**src/rtl/alu_seq_pkg.sv**
```systemverilog
// rtl/alu_seq_pkg.sv - opcodes, flag indices, condition codes and FSM states for alu_seq
package alu_seq_pkg;

    localparam logic [3:0] OP_ADD  = 4'h0;
    localparam logic [3:0] OP_SUB  = 4'h1;
    localparam logic [3:0] OP_SHR  = 4'h4;
    localparam logic [3:0] OP_SHL  = 4'h5;
    localparam logic [3:0] OP_AND  = 4'h6;
    localparam logic [3:0] OP_OR   = 4'h7;
    localparam logic [3:0] OP_NOT  = 4'h8;
    localparam logic [3:0] OP_ASR  = 4'h9;
    localparam logic [3:0] OP_XOR  = 4'hA;
    localparam logic [3:0] OP_LAND = 4'hB;
    localparam logic [3:0] OP_LOR  = 4'hC;
    localparam logic [3:0] OP_LNOT = 4'hD;

    localparam int FLAG_N = 0;
    localparam int FLAG_Z = 1;
    localparam int FLAG_C = 2;
    localparam int FLAG_V = 3;

    localparam logic [3:0] COND_EQ = 4'h0;
    localparam logic [3:0] COND_NE = 4'h1;
    localparam logic [3:0] COND_CS = 4'h2;
    localparam logic [3:0] COND_CC = 4'h3;
    localparam logic [3:0] COND_MI = 4'h4;
    localparam logic [3:0] COND_PL = 4'h5;
    localparam logic [3:0] COND_VS = 4'h6;
    localparam logic [3:0] COND_VC = 4'h7;
    localparam logic [3:0] COND_AL = 4'hE;
    localparam logic [3:0] COND_NV = 4'hF;

    typedef enum logic [1:0] {
        ST_IDLE,
        ST_READ,
        ST_EXEC,
        ST_WB
    } state_t;

    // Reserved codes 8..D and NV never pass.
    function automatic logic cond_pass(input logic [3:0] cond, input logic [3:0] flags);
        logic pass;
        case (cond)
            COND_EQ: pass = flags[FLAG_Z];
            COND_NE: pass = !flags[FLAG_Z];
            COND_CS: pass = flags[FLAG_C];
            COND_CC: pass = !flags[FLAG_C];
            COND_MI: pass = flags[FLAG_N];
            COND_PL: pass = !flags[FLAG_N];
            COND_VS: pass = flags[FLAG_V];
            COND_VC: pass = !flags[FLAG_V];
            COND_AL: pass = 1'b1;
            default: pass = 1'b0;
        endcase
        return pass;
    endfunction

endpackage

```
**src/rtl/alu_seq_rf.sv**
```systemverilog
// rtl/alu_seq_rf.sv - register file, two sync read ports, one write port, async debug read, r0 = 0
module alu_seq_rf
    import alu_seq_pkg::*;
#(
    parameter int NREG   = 16,
    parameter int ADDR_W = 4
) (
    input  logic              clk,
    input  logic              rst,
    input  logic              rd_en,
    input  logic [ADDR_W-1:0] ra1,
    input  logic [ADDR_W-1:0] ra2,
    output logic [31:0]       rd1,
    output logic [31:0]       rd2,
    input  logic              we,
    input  logic [ADDR_W-1:0] wa,
    input  logic [31:0]       wd,
    input  logic [ADDR_W-1:0] dbg_addr,
    output logic [31:0]       dbg_data
);

    logic [31:0] regs [NREG];

    // Read registers only load on rd_en, so they hold the operands between instructions.
    always_ff @(posedge clk) begin
        if (!rst) begin
            for (int i = 0; i < NREG; i++) begin
                regs[i] <= '0;
            end
            rd1 <= '0;
            rd2 <= '0;
        end else begin
            if (we && (wa != '0)) begin
                regs[wa] <= wd;
            end
            if (rd_en) begin
                rd1 <= (ra1 == '0) ? '0 : regs[ra1];
                rd2 <= (ra2 == '0) ? '0 : regs[ra2];
            end
        end
    end

    assign dbg_data = (dbg_addr == '0) ? '0 : regs[dbg_addr];

endmodule

```
**src/rtl/alu_seq.sv**
```systemverilog
// rtl/alu_seq.sv - ALU issue/writeback sequencer; ALU_SEQ_COND_EN adds conditional writeback
module alu_seq
    import alu_seq_pkg::*;
#(
    parameter int NREG   = 16,
    parameter int ADDR_W = 4
) (
    input  logic              clk,
    input  logic              rst,
    input  logic              in_valid,
    output logic              in_ready,
    input  logic [3:0]        in_oprt,
    input  logic [ADDR_W-1:0] in_rd,
    input  logic [ADDR_W-1:0] in_rs1,
    input  logic [ADDR_W-1:0] in_rs2,
    input  logic [31:0]       in_imm,
    input  logic              in_use_imm,
`ifdef ALU_SEQ_COND_EN
    input  logic [3:0]        in_cond,
`endif
    output logic [31:0]       alu_op1,
    output logic [31:0]       alu_op2,
    output logic [3:0]        alu_oprt,
    output logic              alu_en,
    input  logic [31:0]       alu_res,
    input  logic [10:0]       alu_flag,
    output logic              out_valid,
    output logic [ADDR_W-1:0] out_rd,
    output logic [31:0]       out_res,
    output logic [3:0]        out_flag,
    input  logic [ADDR_W-1:0] dbg_addr,
    output logic [31:0]       dbg_data
);

    state_t state_q, state_d;

    logic [3:0]        ir_oprt;
    logic [ADDR_W-1:0] ir_rd, ir_rs1, ir_rs2;
    logic [31:0]       ir_imm;
    logic              ir_use_imm;
    logic [3:0]        oprt_q;
    logic [31:0]       imm_q;
    logic              use_imm_q;
    logic [31:0]       res_q;
    logic [3:0]        flag_q;
    logic [31:0]       rf_rd1, rf_rd2;
    logic              accept, cond_ok, wb_we;
    logic              unused_flag_hi;

    assign unused_flag_hi = ^alu_flag[10:4];

`ifdef ALU_SEQ_COND_EN
    logic [3:0] ir_cond;

    always_ff @(posedge clk) begin
        if (!rst) begin
            ir_cond <= '0;
        end else if (accept) begin
            ir_cond <= in_cond;
        end
    end

    // Evaluated against the previous instruction's flags, not this one's.
    assign cond_ok = cond_pass(ir_cond, flag_q);
`else
    assign cond_ok = 1'b1;
`endif

    always_ff @(posedge clk) begin
        if (!rst) begin
            state_q <= ST_IDLE;
        end else begin
            state_q <= state_d;
        end
    end

    always_comb begin
        state_d   = state_q;
        in_ready  = 1'b0;
        alu_en    = 1'b0;
        out_valid = 1'b0;
        case (state_q)
            ST_IDLE: begin
                in_ready = 1'b1;
                if (in_valid) state_d = ST_READ;
            end
            ST_READ: state_d = ST_EXEC;
            ST_EXEC: begin
                alu_en  = 1'b1;
                state_d = ST_WB;
            end
            ST_WB: begin
                out_valid = 1'b1;
                state_d   = ST_IDLE;
            end
            default: state_d = ST_IDLE;
        endcase
    end

    assign accept = in_valid & in_ready;
    assign wb_we  = out_valid & cond_ok;

    always_ff @(posedge clk) begin
        if (!rst) begin
            ir_oprt    <= '0;
            ir_rd      <= '0;
            ir_rs1     <= '0;
            ir_rs2     <= '0;
            ir_imm     <= '0;
            ir_use_imm <= 1'b0;
            oprt_q     <= '0;
            imm_q      <= '0;
            use_imm_q  <= 1'b0;
            res_q      <= '0;
            flag_q     <= '0;
        end else begin
            if (accept) begin
                ir_oprt    <= in_oprt;
                ir_rd      <= in_rd;
                ir_rs1     <= in_rs1;
                ir_rs2     <= in_rs2;
                ir_imm     <= in_imm;
                ir_use_imm <= in_use_imm;
            end
            // Loaded alongside the RF read so the ALU lines change only on entry to EXEC.
            if (state_q == ST_READ) begin
                oprt_q    <= ir_oprt;
                imm_q     <= ir_imm;
                use_imm_q <= ir_use_imm;
            end
            if (state_q == ST_EXEC) begin
                res_q <= alu_res;
            end
            if (wb_we) begin
                flag_q <= alu_flag[3:0];
            end
        end
    end

    alu_seq_rf #(
        .NREG   (NREG),
        .ADDR_W (ADDR_W)
    ) u_rf (
        .clk      (clk),
        .rst      (rst),
        .rd_en    (state_q == ST_READ),
        .ra1      (ir_rs1),
        .ra2      (ir_rs2),
        .rd1      (rf_rd1),
        .rd2      (rf_rd2),
        .we       (wb_we),
        .wa       (ir_rd),
        .wd       (res_q),
        .dbg_addr (dbg_addr),
        .dbg_data (dbg_data)
    );

    assign alu_op1  = rf_rd1;
    assign alu_op2  = use_imm_q ? imm_q : rf_rd2;
    assign alu_oprt = oprt_q;

    assign out_rd   = out_valid ? ir_rd : '0;
    assign out_res  = out_valid ? res_q : '0;
    assign out_flag = out_valid ? (cond_ok ? alu_flag[3:0] : flag_q) : '0;

endmodule

```
**config.mk**
```make
export PLATFORM = sky130hd
export DESIGN_NAME = alu_seq
export DESIGN_NICKNAME = d
export VERILOG_FILES = /design/src/rtl/alu_seq_pkg.sv /design/src/rtl/alu_seq_rf.sv /design/src/rtl/alu_seq.sv
export SDC_FILE = /design/constraint.sdc
export NUM_CORES = 1
export LEC_CHECK = 0
export ABC_CLOCK_PERIOD_IN_PS = 5100
export BUFFER_PORTS_ARGS = -buffer_cell sky130_fd_sc_hd__buf_2
export CAP_MARGIN = 20
export CELL_PAD_IN_SITES_DETAIL_PLACEMENT = 1
export CELL_PAD_IN_SITES_GLOBAL_PLACEMENT = 2
export CORE_ASPECT_RATIO = 0.7
export CORE_MARGIN = 1
export CORE_UTILIZATION = 42
export CTS_CLUSTER_DIAMETER = 50
export DETAILED_ROUTE_END_ITERATION = 7
export PLACE_DENSITY = 0.75
export SYNTH_ARGS = -nofsm -noshare
export SYNTH_HDL_FRONTEND = slang
export SYNTH_SLANG_ARGS = --single-unit
```
**constraint.sdc**
```tcl
create_clock -name clk -period 5.1 [get_ports clk]
set_clock_uncertainty 0.15 [all_clocks]
set_input_delay 0.51 -clock clk [delete_from_list [all_inputs] [get_ports clk]]
set_output_delay 0.51 -clock clk [all_outputs]
set_load 0.01 [all_outputs]
```
Yosys cells after proc, flatten, opt, wreduce, memory -nomap -nowiden. Memory sizes are Yosys's and may differ from the RTL's. A register that Yosys moved wholly into a read port is not among the register bits. Cells that the tools add are included.

Register bits after elaboration: 184. RAM bits: 512. Bits of input ports: 99. Output and inout port bits: 143. Logic and storage cells: 49. Memories kept: 1.

Eq/ne operators: 4. Mux-type cells: 23. Bitwise gates (word level): 1. Reductions and logical operators: 7.

Memory list: u_rf.regs (words 16, bits a word 32, rd ports 3, clocked after Yosys merged registers in 2, write ports 16, line alu_seq_rf.sv:22) `logic [31:0] regs [NREG];`.

Operators by type and width (count): 32-bit 2-to-1 mux (6); 32-bit OR reduction (1); 4-bit 2-to-1 mux (7); 4-bit logical NOT (3); 1-bit 2-to-1 mux (8); 2-bit case mux with 4 select lines (1); 2-bit equality test, second input constant (2); 4-bit nonzero test (1); 2-bit by 1-bit equality test with 1-bit output, second input constant (1); 2-bit logical NOT (1); 2-bit 2-to-1 mux (1); 2-bit != test, second input constant (1); 1-bit bitwise AND (1); 1-bit logical AND (1).

Logic depth before layout (Yosys ltp).
Depth in word-level cells: 8. Gate-level depth with buffers: 8.

Hierarchy. A second synthesis with hierarchy kept.

Cells, all modules: 2596. Area, all modules: 37746.2 um^2.

Modules (own cells, without submodules): alu_seq_rf (instances 1, cells an instance 2061, area each 32412.3 um^2, seq. area each 16656.0 um^2); alu_seq (instances 1, cells an instance 535, area each 5333.9 um^2, seq. area each 2402.3 um^2).

Least setup slack after synthesis. OpenSTA, ideal clock, no wires.

Kind: flip-flop to flip-flop. Start: reg state_q[0]. End: mem u_rf.regs[13][0], enable pin. Setup time: 0.466 ns. Data arrival time: 3.392 ns. Path slack: 1.093 ns. Cell stages (with the launch flop): 5. Buffers on the path: 1. Period minus slack after synthesis: 4.007 ns. Cell sequence: dfxtp_1 > ha_1 > clkbuf_1 > nand4b_1 > o21ai_0.

RTL lines: from (decl) (line alu_seq.sv:35) `state_t state_q, state_d;`; from (signal assigned) (line alu_seq.sv:73) `state_q <= state_d;`; to (decl) (line alu_seq_rf.sv:22).

Worst setup path in the final report.
Start: in dbg_addr[2]. End: out dbg_data[26].

Cells in the longest elaborated chain, start to end: 2. Elaborated cells between the ends (all ways): 3.

RTL lines: from (decl) (line alu_seq.sv:31) `input logic [ADDR_W-1:0] dbg_addr,`; memory read 16 x 32 bit / 4-bit logical NOT (equally long branches); 32-bit 2-to-1 mux * (line alu_seq_rf.sv:43) `assign dbg_data = (dbg_addr == '0) ? '0 : regs[dbg_addr];`; to (decl) (line alu_seq.sv:32) `output logic [31:0] dbg_data`.

Every way passes the cells marked *; elsewhere a longest branch is shown, timed or not.

==> flow_metrics.py <==
metrics = {
    "pwr": {
        "pwr-share-comb_pct": 18.9,
        "seqPwrFrac_pct": 43.3,
        "p_int_mw": 11.69,
        "switching_share_pct": 29.40,
        "leakagePower_nw": 15.79,
        "p_sw_mw": 4.870,
        "p_per_area_nw_per_um2": 379.1,
        "ir_drop_mv": 0.2310,
        "clockPowerShare_pct": 37.8,
    },
    "synth": {
        "async_flop_share_pct": 0,
        "synth_warnings": 0,
        "synth-main-ff-cell": "edfxtp_1",
        "syn_inst": 2602,
        "synth_top_family_by_area": "multiplexers",
        "syn_area_sq_um": 37290,
        "netlist.top_cell.by_area": "edfxtp_1",
        "syn_area_per_cell_sq_um": 14.33,
        "yosysMostFrequentCell": "and2_1",
        "synth-seq-area-share_pct": 51.54,
        "synthSimpleGateAreaFrac_pct": 11.95,
        "synthMuxAreaShare_pct": 27.97,
        "synth_edf_count": 512,
        "synth_cell_type_count": 32,
        "synthAdderAreaFrac_pct": 0.1678,
        "synth-compound-area-share_pct": 5.426,
        "synth_area_leaders": "edfxtp_1, mux4_2, dfxtp_1",
        "synthTopCellsByCount": "and2_1, edfxtp_1, mux4_2",
        "yosysTopAreaCellShare_pct": 41.23,
        "ys_seq_elements": 704,
        "synth_xor_area_share_pct": 0,
    },
    "routing": {
        "drtIter0Drc": 3029,
        "routed-via-count": 25614,
        "ant_nets": 0,
        "dr.pass1.iters": 5,
        "viasPerCell": 6.267,
        "routed_wirelength_um": 132600,
        "drc": 0,
        "wl_per_cell_um": 32.45,
    },
    "sta": {
        "setup_tns_ns": 0,
        "finalMaxSlewViolations": 0,
        "hold_viol": 0,
        "fin_crit_ns": 3.627,
        "worst_pin_slew_ns": 1.111,
        "fmax_ghz": 0.2757,
        "max_slew_margin_pct": 25.92,
        "rsz0062_at_grt": "false",
        "setup_violations": 0,
        "finalCritPeriodShare_pct": 71.12,
    },
    "cts": {
        "cts_buffers": 85,
        "htree_levels": 3,
        "cts.clk_slew.worst_paths_ns": 0.06,
        "cts_buffer_depth": 3,
        "insertion_delay_ns": 0.67,
        "cts_tree": "done",
        "cts_setup_buffers": 0,
        "cts_sinks": 704,
        "clock-root-buffer": "clkbuf_16",
    },
    "setup_path": {
        "critPathLaunchType": "input pin",
        "worstSetupPathType": "in2out",
        "arrival_ns": 2.97,
        "reg2reg_from": "state_q[0]",
        "slowest_delay_ns": 0.81,
        "timing.rr.end": "u_rf.regs[9][24]",
        "crit_fanout": 74,
        "slowest_stage": "buf_4",
        "setup.worst_path.end_class": "primary output",
        "critical_path_required_ns": 4.44,
        "rrSetupSlack_ns": 1.51,
        "r2r_cells": 4,
        "cp-startpoint": "dbg_addr[2]",
        "cp_cell_sequence": "buf_4, buf_12, mux4_2, mux2_2, nand2_1, o31ai_1, buf_2",
    },
    "place": {
        "place_area_sq_um": 39980,
        "place_congestion": 0.8613,
        "hpwl_um": 76520,
        "io_buffers": 234,
        "dp.cells": 3842,
    },
    "min_path": {
        "hp-class": "in2reg",
        "min_to": "res_q[12]",
        "hold_path_depth": 3,
        "hp-start": "alu_res[12]",
    },
    "final_layout": {
        "final_util_pct": 49.64,
        "num-fill-cells": 8576,
        "syn_to_final_growth_pct": 17.17,
        "instances_no_fill": 4087,
        "drive_above_1_share_pct": 34.53,
        "multi_input_area_sq_um": 17340,
        "fin_nets": 2951,
        "seq_area_sq_um": 19240,
        "final_cell_area_sq_um": 43690,
    },
    "status": {
        "status": "complete, no violations",
    },
    "die": {
        "fp.dieArea_sq_um": 89990,
        "core_sq_um": 88010,
        "num_rows": 91,
        "fp.dieW_um": 358.1,
        "start_util_pct": 42.36,
        "ioPinCount": 242,
        "die_y_um": 251.3,
    },
    "flow_run": {
        "maxCapViolations": 0,
    },
    "global_routing": {
        "first_global_vias": 27011,
        "grt_max_degree": 109,
        "grt.overflow.total": 0,
        "track_usage_pct": 29.61,
        "grt_pass1_wl_um": 190400,
        "antenna_found_initial": 3,
    },
}
[registers in the layout, indices dropped and copies added (netlist names), named ones only]
name        flops
state_q         2
ir_rd           4
ir_rs1          4
ir_rs2          4
u_rf.rd1       32
u_rf.rd2       32
imm_q          32
ir_use_imm      1
res_q          32
use_imm_q       1
u_rf.regs     512
alu_oprt        4
ir_oprt         4
ir_imm         32
[layout by cell type, fill, tap and decap left out, types with 10 or more instances in the layout]
cell	netlist	final
and2_1	521	520
edfxtp_1	512	512
mux4_2	352	352
buf_2	36	231
dfxtp_1	192	185
mux2_2	159	159
nand2_1	134	133
clkbuf_16	0	90
dlygate4sd3_1	0	79
nor2_1	82	72
mux2i_1	71	71
a221o_1	65	65
a22o_1	64	64
buf_4	6	56
a21oi_1	51	51
conb_1	1	32
nor2b_1	32	31
a221oi_1	31	31
o31ai_1	31	31
buf_12	0	18
clkbuf_1	193	14
inv_6	0	12
clkinv_2	0	11
nor3_2	0	10
clkbuf_8	0	10
[through the flow]
stage / hold slack, ns / setup slack [ns] / power [mW]
floorplan: 0.2860 / 1.093 / 9.151
global placement: 0.2910 / 1.473 / 10.25
detailed placement: 0.3006 / 1.393 / 10.35
CTS: 0.04047 / 1.511 / 16.64
global route: 0.07909 / 1.426 / 17.09
finish: 0.05989 / 1.473 / 16.56
[worst max-delay path: cells and delay by family]
kind	cells	cell delay [ns]
buf+inv	3	1.42
mux	2	0.67
compound gates	1	0.19
simple gates	1	0.07
[power by group through the flow]
stage	clock network [mW]	registers, mW	logic [mW]
detailed placement	0	7.28	3.07
global route	6.55	7.23	3.31
CTS	6.35	7.17	3.13
finish	6.26	7.17	3.12
global placement	0	7.24	3.01
floorplan	0	6.85	2.30
[metal layers]
layer	routed length [um]	vias to the layer above	share of wire [%]	track usage (%)
li1	-	10534	-	-
met1	52010	13411	39	39.00
met2	64040	1377	48	48.21
met3	11190	290	8.4	5.321
met4	5374	2	4.1	12.39
met5	10	-	0.0075	0
[layout make-up]
cell class	count	area share [%]
Antenna cell	6	0.03437
Timing Repair Buffer	385	6.269
Multi-Input combinational cell	1668	39.69
Clock buffer	114	5.590
Clock inverter	45	1.008
Sequential cell	704	44.04
Inverter	3	0.03723
Tap cell	1162	3.328
[worst max-delay path by stage]
stage                            end  slack (ns)
floorplan           u_rf.regs[13][0]        1.09
global placement    u_rf.regs[9][16]        1.47
detailed placement  u_rf.regs[9][29]        1.39
CTS                     dbg_data[26]        1.51
global route        u_rf.regs[9][26]        1.43
finish                  dbg_data[26]        1.47
[logic make-up (layout without fill, tap and decap cells)]
group	after synthesis	after routing
compound gates	252	252
fa+ha+maj	5	5
buf+inv	261	547
flops	704	704
mux	582	582
other cells	1	38
simple gates	797	797
[timing repair]
| action | in CTS | in global routing |
|---|---|---|
| hold buffers | 79 | 0 |
| gates resized for setup | 0 | 0 |
| hold endpoints to repair | 87 | 0 |
(Power assumes the default switching activity.)
